$ cat src/rtl/vscale_uart_host.sv
// vscale_uart_host: board/sim-side 8N1 UART endpoint facing vscale_chip.
// Serial bytes are converted to and from byte-wide valid/ready streams. The
// transmitter and receiver run independently, so full duplex and loopback
// (txd_to_chip tied to rxd_from_chip) both work.
//
// Ports:
//   clk, reset              system clock, asynchronous active-high reset
//   rxd_from_chip           serial in from chip TXD (asynchronous, idle high)
//   txd_to_chip             serial out to chip RXD (idle high)
//   tx_valid/tx_data/tx_ready   byte stream into the transmitter
//   rx_valid/rx_data/rx_ready   byte stream out of the one-entry rx buffer
//   rx_frame_err            one-cycle pulse when a stop bit is sampled low
//   rx_overrun              sticky: a byte was dropped because the buffer was full
module vscale_uart_host #(
    parameter int CLKS_PER_BIT = 434
) (
    input  logic       clk,
    input  logic       reset,
    input  logic       rxd_from_chip,
    output logic       txd_to_chip,
    input  logic       tx_valid,
    input  logic [7:0] tx_data,
    output logic       tx_ready,
    output logic       rx_valid,
    output logic [7:0] rx_data,
    input  logic       rx_ready,
    output logic       rx_frame_err,
    output logic       rx_overrun
);
    localparam int CW = $clog2(CLKS_PER_BIT);
    localparam logic [CW-1:0] LAST = CW'(CLKS_PER_BIT - 1);
    localparam logic [CW-1:0] HALF = CW'(CLKS_PER_BIT / 2 - 1);

    // ---------------- transmitter ----------------
    typedef enum logic [1:0] {TX_IDLE, TX_START, TX_DATA, TX_STOP} tx_state_t;
    tx_state_t     tx_state, tx_next;
    logic [CW-1:0] tx_cnt;
    logic [2:0]    tx_idx;
    logic [7:0]    tx_sh;
    logic          tx_bit_end;

    assign tx_bit_end = (tx_cnt == LAST);

    always_comb begin
        tx_next = tx_state;
        case (tx_state)
            TX_IDLE:  if (tx_valid) tx_next = TX_START;
            TX_START: if (tx_bit_end) tx_next = TX_DATA;
            TX_DATA:  if (tx_bit_end && tx_idx == 3'd7) tx_next = TX_STOP;
            TX_STOP:  if (tx_bit_end) tx_next = TX_IDLE;
            default:  tx_next = TX_IDLE;
        endcase
    end

    always_ff @(posedge clk or posedge reset) begin
        if (reset) begin
            tx_state <= TX_IDLE;
            tx_cnt   <= '0;
            tx_idx   <= '0;
            tx_sh    <= '0;
        end else begin
            tx_state <= tx_next;
            if (tx_state == TX_IDLE) begin
                tx_cnt <= '0;
                tx_idx <= '0;
                if (tx_valid) tx_sh <= tx_data;
            end else begin
                tx_cnt <= tx_bit_end ? '0 : tx_cnt + 1'b1;
                if (tx_state == TX_DATA && tx_bit_end) begin
                    tx_sh  <= {1'b0, tx_sh[7:1]};
                    tx_idx <= tx_idx + 3'd1;
                end
            end
        end
    end

    // Line level is decoded from state so that reset forces it high at once.
    assign txd_to_chip = (tx_state == TX_START) ? 1'b0 :
                         (tx_state == TX_DATA)  ? tx_sh[0] : 1'b1;
    assign tx_ready    = (tx_state == TX_IDLE);

    // ---------------- receiver ----------------
    logic [1:0] rx_sync;
    logic       rxs;

    always_ff @(posedge clk or posedge reset) begin
        if (reset) rx_sync <= 2'b11;
        else       rx_sync <= {rx_sync[0], rxd_from_chip};
    end
    assign rxs = rx_sync[1];

    typedef enum logic [2:0] {RX_IDLE, RX_START, RX_DATA, RX_STOP, RX_WAIT_IDLE} rx_state_t;
    rx_state_t     rx_state, rx_next;
    logic [CW-1:0] rx_cnt;
    logic [2:0]    rx_idx;
    logic [7:0]    rx_sh;
    logic          rx_done, rx_bad, rx_bit_end;

    assign rx_bit_end = (rx_cnt == LAST);

    always_comb begin
        rx_next = rx_state;
        rx_done = 1'b0;
        rx_bad  = 1'b0;
        case (rx_state)
            RX_IDLE:  if (!rxs) rx_next = RX_START;
            // Half-bit resample: a line back high here was only a glitch.
            RX_START: if (rx_cnt == HALF) rx_next = rxs ? RX_IDLE : RX_DATA;
            RX_DATA:  if (rx_bit_end && rx_idx == 3'd7) rx_next = RX_STOP;
            RX_STOP: begin
                if (rx_bit_end) begin
                    if (rxs) begin
                        rx_done = 1'b1;
                        rx_next = RX_IDLE;
                    end else begin
                        rx_bad  = 1'b1;
                        rx_next = RX_WAIT_IDLE;
                    end
                end
            end
            // Break or held-low line: wait for idle before hunting a new start.
            RX_WAIT_IDLE: if (rxs) rx_next = RX_IDLE;
            default: rx_next = RX_IDLE;
        endcase
    end

    always_ff @(posedge clk or posedge reset) begin
        if (reset) begin
            rx_state <= RX_IDLE;
            rx_cnt   <= '0;
            rx_idx   <= '0;
            rx_sh    <= '0;
        end else begin
            rx_state <= rx_next;
            case (rx_state)
                RX_START: rx_cnt <= (rx_cnt == HALF) ? '0 : rx_cnt + 1'b1;
                RX_DATA: begin
                    rx_cnt <= rx_bit_end ? '0 : rx_cnt + 1'b1;
                    if (rx_bit_end) begin
                        rx_sh  <= {rxs, rx_sh[7:1]};
                        rx_idx <= rx_idx + 3'd1;
                    end
                end
                RX_STOP: rx_cnt <= rx_bit_end ? '0 : rx_cnt + 1'b1;
                default: begin
                    rx_cnt <= '0;
                    rx_idx <= '0;
                end
            endcase
        end
    end

    // One-entry buffer. A delivery may land in the same cycle the consumer
    // drains the old byte; otherwise a full buffer keeps the old byte.
    always_ff @(posedge clk or posedge reset) begin
        if (reset) begin
            rx_valid     <= 1'b0;
            rx_data      <= '0;
            rx_frame_err <= 1'b0;
            rx_overrun   <= 1'b0;
        end else begin
            rx_frame_err <= rx_bad;
            if (rx_done) begin
                if (!rx_valid || rx_ready) begin
                    rx_data  <= rx_sh;
                    rx_valid <= 1'b1;
                end else begin
                    rx_overrun <= 1'b1;
                end
            end else if (rx_ready) begin
                rx_valid <= 1'b0;
            end
        end
    end
endmodule
$ cat config.mk
export PLATFORM = sky130hd
export DESIGN_NAME = vscale_uart_host
export DESIGN_NICKNAME = d
export VERILOG_FILES = /design/src/rtl/vscale_uart_host.sv
export SDC_FILE = /design/constraint.sdc
export NUM_CORES = 1
export LEC_CHECK = 0
export ABC_AREA = 1
export CAP_MARGIN = 20
export CORE_MARGIN = 8
export CORE_UTILIZATION = 61
export DETAILED_ROUTE_END_ITERATION = 16
export PLACE_DENSITY = 0.93
export SYNTH_ARGS = -nofsm -noshare
export SYNTH_HDL_FRONTEND = slang
export SYNTH_SLANG_ARGS = --single-unit
$ cat constraint.sdc
create_clock -name clk -period 2.9 [get_ports clk]
set_input_delay 0.58 -clock clk [delete_from_list [all_inputs] [get_ports clk]]
set_output_delay 0.58 -clock clk [all_outputs]
set_load 0.05 [all_outputs]
Word-level counts from Yosys, hierarchy flattened
Index checks and enable logic that the tools add are counted.

storage, ports and cells
  register bits = 58
  logic and storage cells = 97
  output and inout port bits = 13
  input bits = 13

operators by class
  add/subtract/negate cells = 4
  multiplexer cells = 36
  eq/ne operators = 23
  reduce and logical (&&, ||, !) cells = 19
  bitwise logic cells = 2

operator list
  cell                                                             number
  9-bit two-way mux                                                4
  3-bit two-way mux                                                9
  8-bit two-way mux                                                3
  2-bit != test, second input constant                             10
  9-bit by 1-bit adder with 9-bit output, second input constant    2
  9-bit == test, second input constant                             2
  9-bit case mux with 2 select lines                               1
  3-bit case mux with 5 select lines                               1
  2-bit AND reduction                                              6
  1-bit two-way mux                                                11
  2-bit two-way mux                                                5
  3-bit == test, second input constant                             3
  9-bit by 8-bit == test with 1-bit output, second input constant  1
  2-bit case mux with 4 select lines                               1
  3-bit by 1-bit adder with 3-bit output, second input constant    2
  3-bit by 2-bit == test with 1-bit output, second input constant  2
  3-bit case mux with 2 select lines                               1
  5-bit AND reduction                                              1
  2-bit == test, second input constant                             2
  4-bit AND reduction                                              1
  2-bit nonzero test                                               2
  2-bit OR reduction                                               2
  3-bit by 1-bit == test with 1-bit output, second input constant  1
  1-bit logical AND                                                3
  7 further kinds                                                  8

Longest topological paths before layout
Gate-level depths: netlist (run 1).

  depth after elaboration = 5
  mapped depth = 10
  gate-level depth less buffers = 10

Worst setup path before layout (run 1)
OpenSTA, ideal clock, no wires.

  kind = reg-to-output
  start point = register tx_state[0]
  end point = output port txd_to_chip
  arrival = 1.389 ns
  slack = 0.931 ns
  buffers on the path = 0
  stages on the path, launching flop included = 6
  data required time = 2.320 ns
  cells stage by stage = dfrtp_1 > inv_1 > ha_1 > inv_1 > nor2_1 > nor2_1

between the ends
  cells in the longest elaborated chain, start to end = 3
  elaborated cells between the ends (all ways) = 4
  classes of those cells = 2 x eq/ne; 2 x mux

ends and longest elaborated chain
  item                      line  source
  start: declaration        36    tx_state_t tx_state, tx_next;
  start signal: assignment  62    tx_state <= tx_next;
  2-bit == test             79    (tx_state == TX_DATA) ? tx_sh[0] : 1'b1;
  1-bit two-way mux         79
  1-bit two-way mux (*)     78    assign txd_to_chip = (tx_state == TX_START) ? 1'b0 :
  end: declaration          20    output logic txd_to_chip,

Every way passes the cells marked *; elsewhere a longest branch is shown, timed or not.

Worst setup path in the final report (run 1)
Same ends and word-level chain as after synthesis.

==> key figures, run 1 <==
Place
  • Worst slack, placed: 623 ps
  • Final HPWL DP: 3720 µm
  • Post-placement cell count: 399
  • Buffers added on ports: 25
  • RePlAce Congestion: 0.863

STA
  • Number of hold violations in the final report: 0
  • Period utilisation layout: 90.8%
  • Worst setup margin: 268 ps
  • Setup TNS: 0 ps
  • Max Freq: 380 MHz
  • Post-route minimum period: 2630 ps
  • Slew at the pin closest to its max-slew limit: 657 ps
  • RSZ-0062 raised after global routing: false
  • Worst slew margin: 56.1%
  • Total setup violations reported at the end of the flow: 0
  • Final count of pins violating max slew: 0
  • Layout Skew: 11.4 ps

Synth
  • Area share of the leading cell type in the synthesized netlist: 49.9%
  • Leading area contributor after synthesis: dfrtp_1
  • Synthesized-area fraction occupied by and/or/nand/nor cells: 25.0%
  • #FFs+latches synth: 58
  • Mux share of post-synthesis cell area: 0.357%
  • Count of unique library cells instantiated by Yosys: 29
  • Sequential element share of the synthesized area: 51.8%
  • Synthesized instance count: 325
  • Number of nets in the synthesized netlist: 351
  • Compound-gate portion of the synthesized area: 8.38%
  • Mean instance size in the synthesized netlist: 8.64 µm²
  • Largest cells by area after synthesis: dfrtp_1, nand2_1, ha_1
  • Mapped Area: 2810 µm²
  • Warnings, synthesis: 0
  • Xor and xnor area share after synthesis: 2.50%
  • Combinational family with the most area after synthesis: simple AND/OR/NAND/NOR gates
  • Arithmetic-cell share of the synthesized area counting full adders, half adders and majority gates: 5.80%

Power and ir drop
  • Overall power after layout: 0.00175 W
  • Switching power: 0.000336 W
  • Switching portion of total power: 19.2%
  • Share of total power in sequential cells: 46.8%
  • Worst vdd rail ir drop: 0.000422 V
  • Pwr Density: 521 nW/µm²
  • Leakage Power: 1.61 nW
  • Relative contribution of combinational cells to total power: 2.5%
  • Pint: 0.00142 W
  • Clock share of power: 50.6%

Clock tree
  • CTS root buffer: clkbuf_8
  • Skew-Pair Late Insertion Delay: 340 ps
  • # Post-CTS Setup Buffers: 0
  • Clock slew at reported path FFs: 60 ps
  • # resized after CTS: 0
  • Level count of the clock H-tree: 3
  • Deepest clock path buffer count: 2
  • Number of buffers added by the clock tree synthesis step: 9
  • TritonCTS clock tree: yes
  • Number of hold buffers added after cts: 0
  • CTS sink count: 58

Setup path
  • Data arrival, critical path: 2050 ps
  • Worst Setup Start Kind: flip-flop
  • Type of the worst setup path: flip-flop to output port
  • Internal reg-to-reg setup slack: 910 ps
  • Maximum fanout encountered on the critical timing path: 4
  • Endpoint required time on the critical path: 2320 ps
  • Sort of element at the end of the critical path: output port

Drt
  • Initial drt markers: 120
  • Overall routed net length: 5240 µm
  • Vias per cell: 5.30
  • Vias: 2200
  • Antenna violation net count after detailed routing: 0
  • Post-route DRC: 0
  • DRT Pass-1 Iters: 4
  • Routed wire length per instance: 12.6 µm

Floorplan
  • Die Area: 7030 µm²
  • X dimension of the die: 83.8 µm
  • Effective utilization at floorplan: 64.0%
  • Count of pins on the block boundary: 26
  • Core area: 4380 µm²
  • Chip Height: 83.8 µm
  • Core Rows: 24

Flow run
  • Max cap viols: 0

Final layout
  • Area occupied by multi-input gates: 1180 µm²
  • Sequential standard cell area: 1450 µm²
  • Antenna diodes: 0
  • Number of nets in the layout: 384
  • Number of filler instances in the final layout: 292
  • Post-route insts no fill: 415
  • Fraction of layout instances using a drive strength above 1: 11.8%
  • Area added between synthesis and finish: 19.8%

Global route
  • Number of antenna violations at the first check in global routing: 0
  • Pin count of the biggest net entering global routing: 32
  • Vias in the first global route: 2124
  • Wire length of the first global-routing pass: 9160 µm
  • Remaining global-route overflow: 0
  • Global-route usage over all layers: 15.7%

Worst hold path
  • Worst hold-check path type: flip-flop to flip-flop

Outcome
  • Status: finished, final reports clean
[through the flow]
| stage | utilization (%) | hold slack (ps) | cell area [µm²] |
|---|---|---|---|
| finish | 76.7 | 359 | 3360 |
| global route | 76.7 | 369 | 3360 |
| CTS | 76.7 | 363 | 3360 |
| detailed placement | 71.1 | 349 | 3120 |
| global placement | 71.1 | 350 | 3120 |
| floorplan | - | 345 | 2810 |
[area by class of cell]
class                           count  area share [%]
Sequential cell                    58            43.2
Multi-Input combinational cell    225            35.1
Timing Repair Buffer               27            8.26
Clock buffer                       13            5.32
Inverter                           37            4.13
Clock inverter                      3            2.05
Tap cell                           52            1.93
[per-layer routing]
layer	global-route usage, %	vias to the layer above	wire, µm	share of wire, %
met5	0	-	0	0
met4	4.87	0	45	0.86
met3	6.15	6	258	4.9
met2	27.0	52	2680	51
met1	17.2	1046	2260	43
li1	-	1096	-	-
[path summary, 6_finish.rpt]
kind,startpoint,endpoint,cells after the start
worst min-delay path,rx_sync[0],rx_sync[1],0
min in group asynchronous,reset,tx_sh[7],2
max in group asynchronous,reset,rx_frame_err,3
worst min register to register,rx_sync[0],rx_sync[1],0
worst max-delay path,tx_state[0],txd_to_chip,6
worst max register to register,tx_state[1],tx_sh[0],9
[registers in the layout, indices dropped and copies added, names as in the netlist]
signal / flops
rx_cnt: 9
tx_cnt: 9
rx_data: 8
rx_sh: 8
tx_sh: 8
rx_idx: 3
rx_state: 3
tx_idx: 3
rx_sync: 2
tx_state: 2
rx_frame_err: 1
rx_overrun: 1
rx_valid: 1
[synth_stat cells, drive strengths merged]
| cell | number |
|---|---|
| a21o | 1 |
| a21oi | 8 |
| a31oi | 1 |
| and3 | 1 |
| buf | 2 |
| clkbuf | 3 |
| dfrtp | 56 |
| dfstp | 2 |
| ha | 13 |
| inv | 37 |
| mux2i | 1 |
| nand2 | 95 |
| nand3 | 17 |
| nand4 | 3 |
| nor2 | 36 |
| nor3 | 8 |
| nor3b | 1 |
| o21ai | 31 |
| or2 | 1 |
| xnor2 | 3 |
| xor2 | 5 |
[power by group through the flow]
stage                     Sequential (W)  Combinational [W]  Clock, W
after floorplan                 0.000834          0.0000201         0
after global placement          0.000835          0.0000444         0
after detailed placement        0.000835          0.0000460         0
after CTS                       0.000821          0.0000461  0.000897
after global routing            0.000821          0.0000522  0.000937
final                           0.000821          0.0000447  0.000887
[critical path: stages (launching register included)]
cell and delay (ps):
dfrtp_1 370, inv_1 80, ha_1 210, inv_1 100
nor2_1 50, nor2_1 90, clkdlybuf4s50_1 810
[cells by family (layout without fill, tap and decap cells)]
group / count (synthesis) / in the layout
xor gates and xnor gates: 8 / 8
muxes: 1 / 1
adders and majority gates: 13 / 13
and+or+nand+nor: 162 / 162
DFF: 58 / 58
buffers and inverters: 42 / 80
AOI/OAI and AO/OA: 41 / 41
[cell usage in the layout, fill, tap and decap left out]
master	instances
nor2_2	3
nor3_1	7
nor3b_1	1
clkbuf_8	13
and3_1	1
nand3_2	1
nand3_1	16
dfstp_2	2
buf_4	1
a31oi_1	1
o21ai_1	2
nand2_2	6
or2_2	1
o21ai_2	7
o21ai_0	22
inv_2	3
bufinv_16	2
a21o_1	1
dfrtp_1	56
a21oi_1	8
clkdlybuf4s50_1	25
nor2_4	1
inv_1	34
mux2i_1	1
clkinv_4	1
xnor2_1	3
nand4_1	3
xor2_1	5
buf_12	1
nor3_4	1
ha_1	13
nand2_1	89
nor2_1	32
Note: power is estimated with default switching activity, not from simulation.
==> run 2: changes to the inputs <==
--- a/config.mk
+++ b/config.mk
@@ -10,6 +10,7 @@
 export CORE_MARGIN = 8
 export CORE_UTILIZATION = 61
 export DETAILED_ROUTE_END_ITERATION = 16
+export HOLD_SLACK_MARGIN = 0.05
 export PLACE_DENSITY = 0.93
 export SYNTH_ARGS = -nofsm -noshare
 export SYNTH_HDL_FRONTEND = slang
==> results of run 2 <==
Same layout as run 1: the final DEF is identical, and so are final timing and power.
